--- config.mk ---
export PLATFORM = sky130hd
export DESIGN_NAME = safe_cpu_sequencer_flat
export DESIGN_NICKNAME = d
export VERILOG_FILES = /design/src/rtl/safe_cpu_sequencer_if.sv /design/src/rtl/safe_cpu_sequencer.sv /design/src/flat_wrapper.sv
export SDC_FILE = /design/constraint.sdc
export NUM_CORES = 1
export LEC_CHECK = 0
export ABC_AREA = 1
export BUFFER_PORTS_ARGS = -buffer_cell sky130_fd_sc_hd__buf_2
export CAP_MARGIN = 20
export CORE_ASPECT_RATIO = 1.75
export CORE_MARGIN = 8
export CORE_UTILIZATION = 45
export CTS_CLUSTER_DIAMETER = 80
export DETAILED_ROUTE_END_ITERATION = 6
export PLACE_DENSITY = 0.81
export REMOVE_ABC_BUFFERS = 1
export SLEW_MARGIN = 40
export SYNTH_ARGS = -nofsm -noshare
export SYNTH_HDL_FRONTEND = slang
export SYNTH_SLANG_ARGS = --single-unit
--- constraint.sdc ---
create_clock -name clk_i -period 1.9 [get_ports clk_i]
set_clock_uncertainty 0.2 [all_clocks]
set_input_delay 0.38 -clock clk_i [delete_from_list [all_inputs] [get_ports clk_i]]
set_output_delay 0.38 -clock clk_i [all_outputs]
set_load 0.05 [all_outputs]
--- src/rtl/safe_cpu_sequencer_if.sv ---
// Configuration/control bundle between the safe-wrapper register decode and the CPU sequencer.
// The master modport drives configuration and core status; the slave modport is the sequencer.
interface safe_cpu_sequencer_if #(
  parameter int NCORES = 3
);
  logic [NCORES-1:0] master_core_i;
  logic              safe_mode_i;
  logic [1:0]        safe_configuration_i;
  logic              critical_section_i;
  logic              start_i;
  logic              initial_sync_master_i;
  logic              end_sw_routine_i;
  logic [NCORES-1:0] debug_mode_i;
  logic [NCORES-1:0] debug_req_o;
  logic [NCORES-1:0] fetch_en_o;
  logic              lockstep_en_o;
  logic [NCORES-1:0] active_mask_o;
  logic              busy_o;
  logic              error_o;

  modport master (
    output master_core_i, safe_mode_i, safe_configuration_i, critical_section_i, start_i,
           initial_sync_master_i, end_sw_routine_i, debug_mode_i,
    input  debug_req_o, fetch_en_o, lockstep_en_o, active_mask_o, busy_o, error_o
  );

  modport slave (
    input  master_core_i, safe_mode_i, safe_configuration_i, critical_section_i, start_i,
           initial_sync_master_i, end_sw_routine_i, debug_mode_i,
    output debug_req_o, fetch_en_o, lockstep_en_o, active_mask_o, busy_o, error_o
  );
endinterface

--- src/rtl/safe_cpu_sequencer.sv ---
// Halts participating cores, holds them during master context sync, releases them together and
// drives lockstep until the SW routine ends. Define SAFE_SEQ_TIMEOUT_EN for the halt/resume ack timeout.
//
// state   | meaning
// IDLE    | only the master fetches; waiting for a start edge
// HALT    | debug halt requested on all masked cores, waiting for all to enter debug
// SYNC    | cores held in debug while the master copies context
// RELEASE | halt request dropped, fetch enabled, waiting for all cores to leave debug
// RUN     | redundant execution; voter enabled when more than one core participates
// DONE    | lockstep dropped, master only; waiting for start to be released
module safe_cpu_sequencer #(
  parameter int NCORES         = 3,
  parameter int TIMEOUT_CYCLES = 1024
) (
  input logic           clk_i,
  input logic           rst_i,
  safe_cpu_sequencer_if.slave bus
);

  typedef enum logic [2:0] {
    S_IDLE,
    S_HALT,
    S_SYNC,
    S_RELEASE,
    S_RUN,
    S_DONE
  } state_e;

  state_e            state_q, state_d;
  logic              start_q;
  logic [NCORES-1:0] mask_q, mask_d;
  logic [NCORES-1:0] master_q, master_d;
  logic              multi_q, multi_d;
  logic              error_q, error_d;
  logic [NCORES-1:0] dbg_q, dbg_d;
  logic [NCORES-1:0] fetch_q, fetch_d;
  logic [NCORES-1:0] amask_q, amask_d;
  logic              lock_q, lock_d;
  logic              busy_q, busy_d;

  logic              start_edge;
  logic              master_onehot;
  logic [NCORES-1:0] launch_mask;
  logic              pair_found;
  logic              halt_ack;
  logic              release_ack;
  logic              timeout;

  assign start_edge    = bus.start_i & ~start_q;
  assign master_onehot = $onehot(bus.master_core_i);
  assign halt_ack      = (bus.debug_mode_i & mask_q) == mask_q;
  assign release_ack   = (bus.debug_mode_i & mask_q) == '0;

  // DMR pairs the master with the lowest-index core that is not the master.
  always_comb begin
    launch_mask = bus.master_core_i;
    pair_found  = 1'b0;
    if (bus.safe_mode_i) begin
      if (bus.safe_configuration_i == 2'b00) begin
        launch_mask = '1;
      end else if (bus.safe_configuration_i == 2'b01) begin
        for (int i = 0; i < NCORES; i++) begin
          if (!bus.master_core_i[i] && !pair_found) begin
            launch_mask[i] = 1'b1;
            pair_found     = 1'b1;
          end
        end
      end
    end
  end

`ifdef SAFE_SEQ_TIMEOUT_EN
  localparam int CNT_W = $clog2(TIMEOUT_CYCLES + 1);
  logic [CNT_W-1:0] tmr_q;

  // Reloaded on entry to a waiting state; terminal count means TIMEOUT_CYCLES cycles without ack.
  always_ff @(posedge clk_i) begin
    if (rst_i) begin
      tmr_q <= '0;
    end else if ((state_d == S_HALT || state_d == S_RELEASE) && state_d != state_q) begin
      tmr_q <= CNT_W'(TIMEOUT_CYCLES - 1);
    end else if (tmr_q != '0) begin
      tmr_q <= tmr_q - CNT_W'(1);
    end
  end

  assign timeout = (state_q == S_HALT || state_q == S_RELEASE) && (tmr_q == '0);
`else
  logic unused_timeout_cycles;
  assign unused_timeout_cycles = ^TIMEOUT_CYCLES;
  assign timeout               = 1'b0;
`endif

  always_comb begin
    state_d  = state_q;
    mask_d   = mask_q;
    master_d = master_q;
    multi_d  = multi_q;
    error_d  = error_q;
    case (state_q)
      S_IDLE: begin
        if (start_edge && !bus.critical_section_i) begin
          if (master_onehot) begin
            state_d  = S_HALT;
            mask_d   = launch_mask;
            master_d = bus.master_core_i;
            multi_d  = $countones(launch_mask) > 1;
          end else begin
            error_d = 1'b1;
          end
        end
      end
      S_HALT: begin
        if (halt_ack) begin
          state_d = S_SYNC;
        end else if (timeout) begin
          state_d = S_DONE;
          error_d = 1'b1;
        end
      end
      S_SYNC: begin
        if (bus.initial_sync_master_i) state_d = S_RELEASE;
      end
      S_RELEASE: begin
        if (release_ack) begin
          state_d = S_RUN;
        end else if (timeout) begin
          state_d = S_DONE;
          error_d = 1'b1;
        end
      end
      S_RUN: begin
        if (bus.end_sw_routine_i) state_d = S_DONE;
      end
      S_DONE: begin
        if (!bus.start_i) state_d = S_IDLE;
      end
      default: state_d = S_IDLE;
    endcase
  end

  // Output decode of the current state; registered below, so outputs trail the state by one cycle.
  always_comb begin
    dbg_d   = '0;
    fetch_d = '0;
    amask_d = '0;
    lock_d  = 1'b0;
    busy_d  = 1'b1;
    case (state_q)
      S_IDLE: begin
        fetch_d = bus.master_core_i;
        busy_d  = 1'b0;
      end
      S_HALT: begin
        dbg_d   = mask_q;
        fetch_d = master_q;
        amask_d = mask_q;
      end
      S_SYNC: begin
        dbg_d   = mask_q;
        amask_d = mask_q;
      end
      S_RELEASE: begin
        fetch_d = mask_q;
        amask_d = mask_q;
      end
      S_RUN: begin
        fetch_d = mask_q;
        amask_d = mask_q;
        lock_d  = multi_q;
      end
      S_DONE: begin
        fetch_d = master_q;
      end
      default: busy_d = 1'b0;
    endcase
  end

  always_ff @(posedge clk_i) begin
    if (rst_i) begin
      state_q  <= S_IDLE;
      start_q  <= 1'b0;
      mask_q   <= '0;
      master_q <= '0;
      multi_q  <= 1'b0;
      error_q  <= 1'b0;
      dbg_q    <= '0;
      fetch_q  <= '0;
      amask_q  <= '0;
      lock_q   <= 1'b0;
      busy_q   <= 1'b0;
    end else begin
      state_q  <= state_d;
      start_q  <= bus.start_i;
      mask_q   <= mask_d;
      master_q <= master_d;
      multi_q  <= multi_d;
      error_q  <= error_d;
      dbg_q    <= dbg_d;
      fetch_q  <= fetch_d;
      amask_q  <= amask_d;
      lock_q   <= lock_d;
      busy_q   <= busy_d;
    end
  end

  assign bus.debug_req_o   = dbg_q;
  assign bus.fetch_en_o    = fetch_q;
  assign bus.active_mask_o = amask_q;
  assign bus.lockstep_en_o = lock_q;
  assign bus.busy_o        = busy_q;
  assign bus.error_o       = error_q;

endmodule

--- src/flat_wrapper.sv ---
// flat-port wrapper written by rule: the top's interface ports become plain ports
module safe_cpu_sequencer_flat 
#(
  parameter int NCORES         = 3,
  parameter int TIMEOUT_CYCLES = 1024
)
  (clk_i, rst_i, bus_master_core_i, bus_safe_mode_i, bus_safe_configuration_i, bus_critical_section_i, bus_start_i, bus_initial_sync_master_i, bus_end_sw_routine_i, bus_debug_mode_i, bus_debug_req_o, bus_fetch_en_o, bus_lockstep_en_o, bus_active_mask_o, bus_busy_o, bus_error_o);
  safe_cpu_sequencer_if #(.NCORES(NCORES)) bus_i ();
  input logic clk_i;
  input logic rst_i;
  input wire logic [$bits(bus_i.master_core_i)-1:0] bus_master_core_i;
  input wire logic [$bits(bus_i.safe_mode_i)-1:0] bus_safe_mode_i;
  input wire logic [$bits(bus_i.safe_configuration_i)-1:0] bus_safe_configuration_i;
  input wire logic [$bits(bus_i.critical_section_i)-1:0] bus_critical_section_i;
  input wire logic [$bits(bus_i.start_i)-1:0] bus_start_i;
  input wire logic [$bits(bus_i.initial_sync_master_i)-1:0] bus_initial_sync_master_i;
  input wire logic [$bits(bus_i.end_sw_routine_i)-1:0] bus_end_sw_routine_i;
  input wire logic [$bits(bus_i.debug_mode_i)-1:0] bus_debug_mode_i;
  output wire logic [$bits(bus_i.debug_req_o)-1:0] bus_debug_req_o;
  output wire logic [$bits(bus_i.fetch_en_o)-1:0] bus_fetch_en_o;
  output wire logic [$bits(bus_i.lockstep_en_o)-1:0] bus_lockstep_en_o;
  output wire logic [$bits(bus_i.active_mask_o)-1:0] bus_active_mask_o;
  output wire logic [$bits(bus_i.busy_o)-1:0] bus_busy_o;
  output wire logic [$bits(bus_i.error_o)-1:0] bus_error_o;
  assign bus_i.master_core_i = bus_master_core_i;
  assign bus_i.safe_mode_i = bus_safe_mode_i;
  assign bus_i.safe_configuration_i = bus_safe_configuration_i;
  assign bus_i.critical_section_i = bus_critical_section_i;
  assign bus_i.start_i = bus_start_i;
  assign bus_i.initial_sync_master_i = bus_initial_sync_master_i;
  assign bus_i.end_sw_routine_i = bus_end_sw_routine_i;
  assign bus_i.debug_mode_i = bus_debug_mode_i;
  assign bus_debug_req_o = bus_i.debug_req_o;
  assign bus_fetch_en_o = bus_i.fetch_en_o;
  assign bus_lockstep_en_o = bus_i.lockstep_en_o;
  assign bus_active_mask_o = bus_i.active_mask_o;
  assign bus_busy_o = bus_i.busy_o;
  assign bus_error_o = bus_i.error_o;
  safe_cpu_sequencer #(.NCORES(NCORES), .TIMEOUT_CYCLES(TIMEOUT_CYCLES)) u_core (.clk_i(clk_i), .rst_i(rst_i), .bus(bus_i));
endmodule
==> results.ini <==
[placement]
place_ws_ns=-0.133
port_buffers=26
hpwlAfterDp_mm=2.03
routabilityCongestion=0.783

[sta]
rsz0062_at_grt=false
slew_headroom=0.779
maxSlewViolCount=0
worst_slew_pin_slew_ns=0.328
timing.final.ws_setup_ns=0.128
period_share=0.933
final-setup-viol-count=0
hold_viol=0
finalSetupTns_ns=0
period_needed_ns=1.77
fmax_mhz=564

[yosys]
synth_seq_cells=23
syn_avg_cell_area_um2=7.12
yosysSeqAreaShare=0.407
synthCells=159
ys_types=25
synth_top_area_frac=0.407
synth_warnings=0
async_flop_share=0
synth_enable_flop_cells=0
synth-main-ff-cell=dfxtp_1
yosys.area.top_type=dfxtp_1
synth.area.top_cells=dfxtp_1 (41%), nand2_1 (12%), nor2_1 (9.3%)
synth_area_um2=1130

[final_layout]
multi_input_area_um2=553
fillCellCount=238
fin_nets=211
syn2layout_area_growth_pct=20.9
drive_gt1_frac=0.254
diodes=0
seqCellArea_um2=460

[floorplanning]
initial_utilization=0.466
die_w_um=53.9
die_area_um2=4440
placementRows=24
core_area_um2=2430
fp.dieH_um=82.4
pin_count=27

[pwr]
comb_power_share=0.439
p_sw_frac=0.423
vdd_drop_max_v=0.000605
seq_power_share=0.372
clkPwrFrac=0.189
pwr_density_cell_nw_per_um2=1170
power.switching_uw=678
p_int_uw=926
cellLeakagePower_uw=0.000701

[detailed_routing]
drcViolationCount=0
routed-via-count=1063
ant_nets=0
dr.pass1.iters=4
via_per_inst=4.85
wire_per_inst_um=11.4
dr.first_iter.drc_count=39
totalWireLength_mm=2.50

[worst_setup_path]
crit_buf_inv=1
path_cells=buf_2, fa_1, nand2_1, nor3_4, nand3_1, a21oi_1
end_kind=flop
cp_top_family=simple AND/OR/NAND/NOR gates
path_max_fanout=8
crit_slowest_cell=fa_1
worstPathArrival_ns=1.77
cpPeakStageDelay_ns=0.52
crit_type=input port to flop
worstPathRequired_ns=1.90
crit_path_start_kind=input port

[clocking]
cts_tree=yes
cts_root_buffer=clkbuf_8
cts.sinks=23
clk_latency_ns=0.27
htreeDepth=1
post_cts_resize_count=0
cts_hold_buf=0
cts_buffers=3
cts.path.max_buffers=2
post_cts_buffers=0
clk_pin_slew_ns=0.09

[status]
status=complete, no violations

[global_routing]
track_usage=0.115
grt_first_pass_wirelength_mm=3.92
grt_max_degree=14
antenna_found_initial=0
grt_pass1_vias=991
grt_overflow_total=0

[flow_run]
drv_cap=0

[hold_path]
hp-class=input port to flop

-- cell type report --
type                    count  share of cell area
repair buffers             32               0.128
clock inverters             1             0.00366
well taps                  26              0.0238
multi-input cells         107               0.404
inverters                  27              0.0740
flip-flops and latches     23               0.336
clock buffers               3              0.0302
-- cell families (layout without fill, tap and decap cells) --
kind of cell    Yosys count  in the layout  synth area share
flops                    23             23             0.407
simple gates             85             85             0.359
buf+inv                  29             63             0.105
compound gates           20             20             0.101
fa+ha+maj                 2              2            0.0287
-- synth_stat cells (2+ instances only) --
| library cell | instances |
|---|---|
| nand2_1 | 35 |
| nor2_1 | 28 |
| inv_1 | 25 |
| dfxtp_1 | 23 |
| nand3_1 | 8 |
| a21oi_1 | 6 |
| o21ai_0 | 5 |
| a31oi_1 | 4 |
| nand2_2 | 4 |
| nor2_4 | 3 |
| inv_2 | 2 |
| nand4_1 | 2 |
| o21ai_1 | 2 |
-- sequential cells by signal, indices dropped and copies added, names as in the netlist --
register,count
u_core.master_q,3
u_core.state_q,3
u_core.bus.debug_req_o,3
u_core.bus.lockstep_en_o,1
u_core.bus.busy_o,1
u_core.bus.active_mask_o,3
u_core.mask_q,3
u_core.multi_q,1
u_core.start_q,1
u_core.bus.fetch_en_o,3
u_core.bus.error_o,1
-- cells in the final DEF (no fill, tap or decap), drive strengths merged --
cell type,count
nand2,39
a31oi,4
nor2,31
inv,27
buf,32
o21a,1
nand3,9
clkbuf,3
dfxtp,23
nand3b,1
nand4,3
clkinv,1
fa,1
a211oi,1
a21oi,6
ha,1
o21ai,8
nor3,2
-- worst paths after layout --
kind	cells after the start	slack, ns	startpoint	end
min	3	0.16	bus_start_i	u_core.start_q
min reg2reg	2	0.27	u_core.multi_q	u_core.bus.lockstep_en_o
max reg2reg	9	0.37	u_core.state_q[1]	u_core.state_q[1]
max	6	0.13	bus_master_core_i[0]	u_core.multi_q
-- worst min-delay path, stage by stage --
cell and delay (ns):
buf_2 0.09, inv_1 0.05, nor2_1 0.07
-- through the flow --
step | cell area (µm²) | utilization | cells | hold slack, ns | total power (µW)
after detailed placement | 1320 | 0.544 | 215 | 0.275 | 1310
final | 1370 | 0.563 | 219 | 0.156 | 1600
after CTS | 1370 | 0.563 | 219 | 0.154 | 1620
after global routing | 1370 | 0.563 | 219 | 0.187 | 1700
after floorplan | 1110 | - | 157 | 0.222 | 1130
after global placement | 1320 | 0.544 | 215 | 0.267 | 1300
-- routing by layer --
layer	wire, µm	vias to the layer above	share of wire	GRT usage
met3	146	6	0.058	0.0143
met1	952	469	0.38	0.105
li1	-	561	-	-
met4	68	0	0.027	0.0787
met5	0	-	0	0
met2	1330	27	0.53	0.217
-- power groups by stage --
stage	combinational, µW	sequential [µW]	clock (µW)
after floorplan	435	691	0
after global placement	696	606	0
after detailed placement	701	608	0
after CTS	710	596	311
after global routing	783	602	319
final	705	596	303
Power figures use the tool's default switching activity.
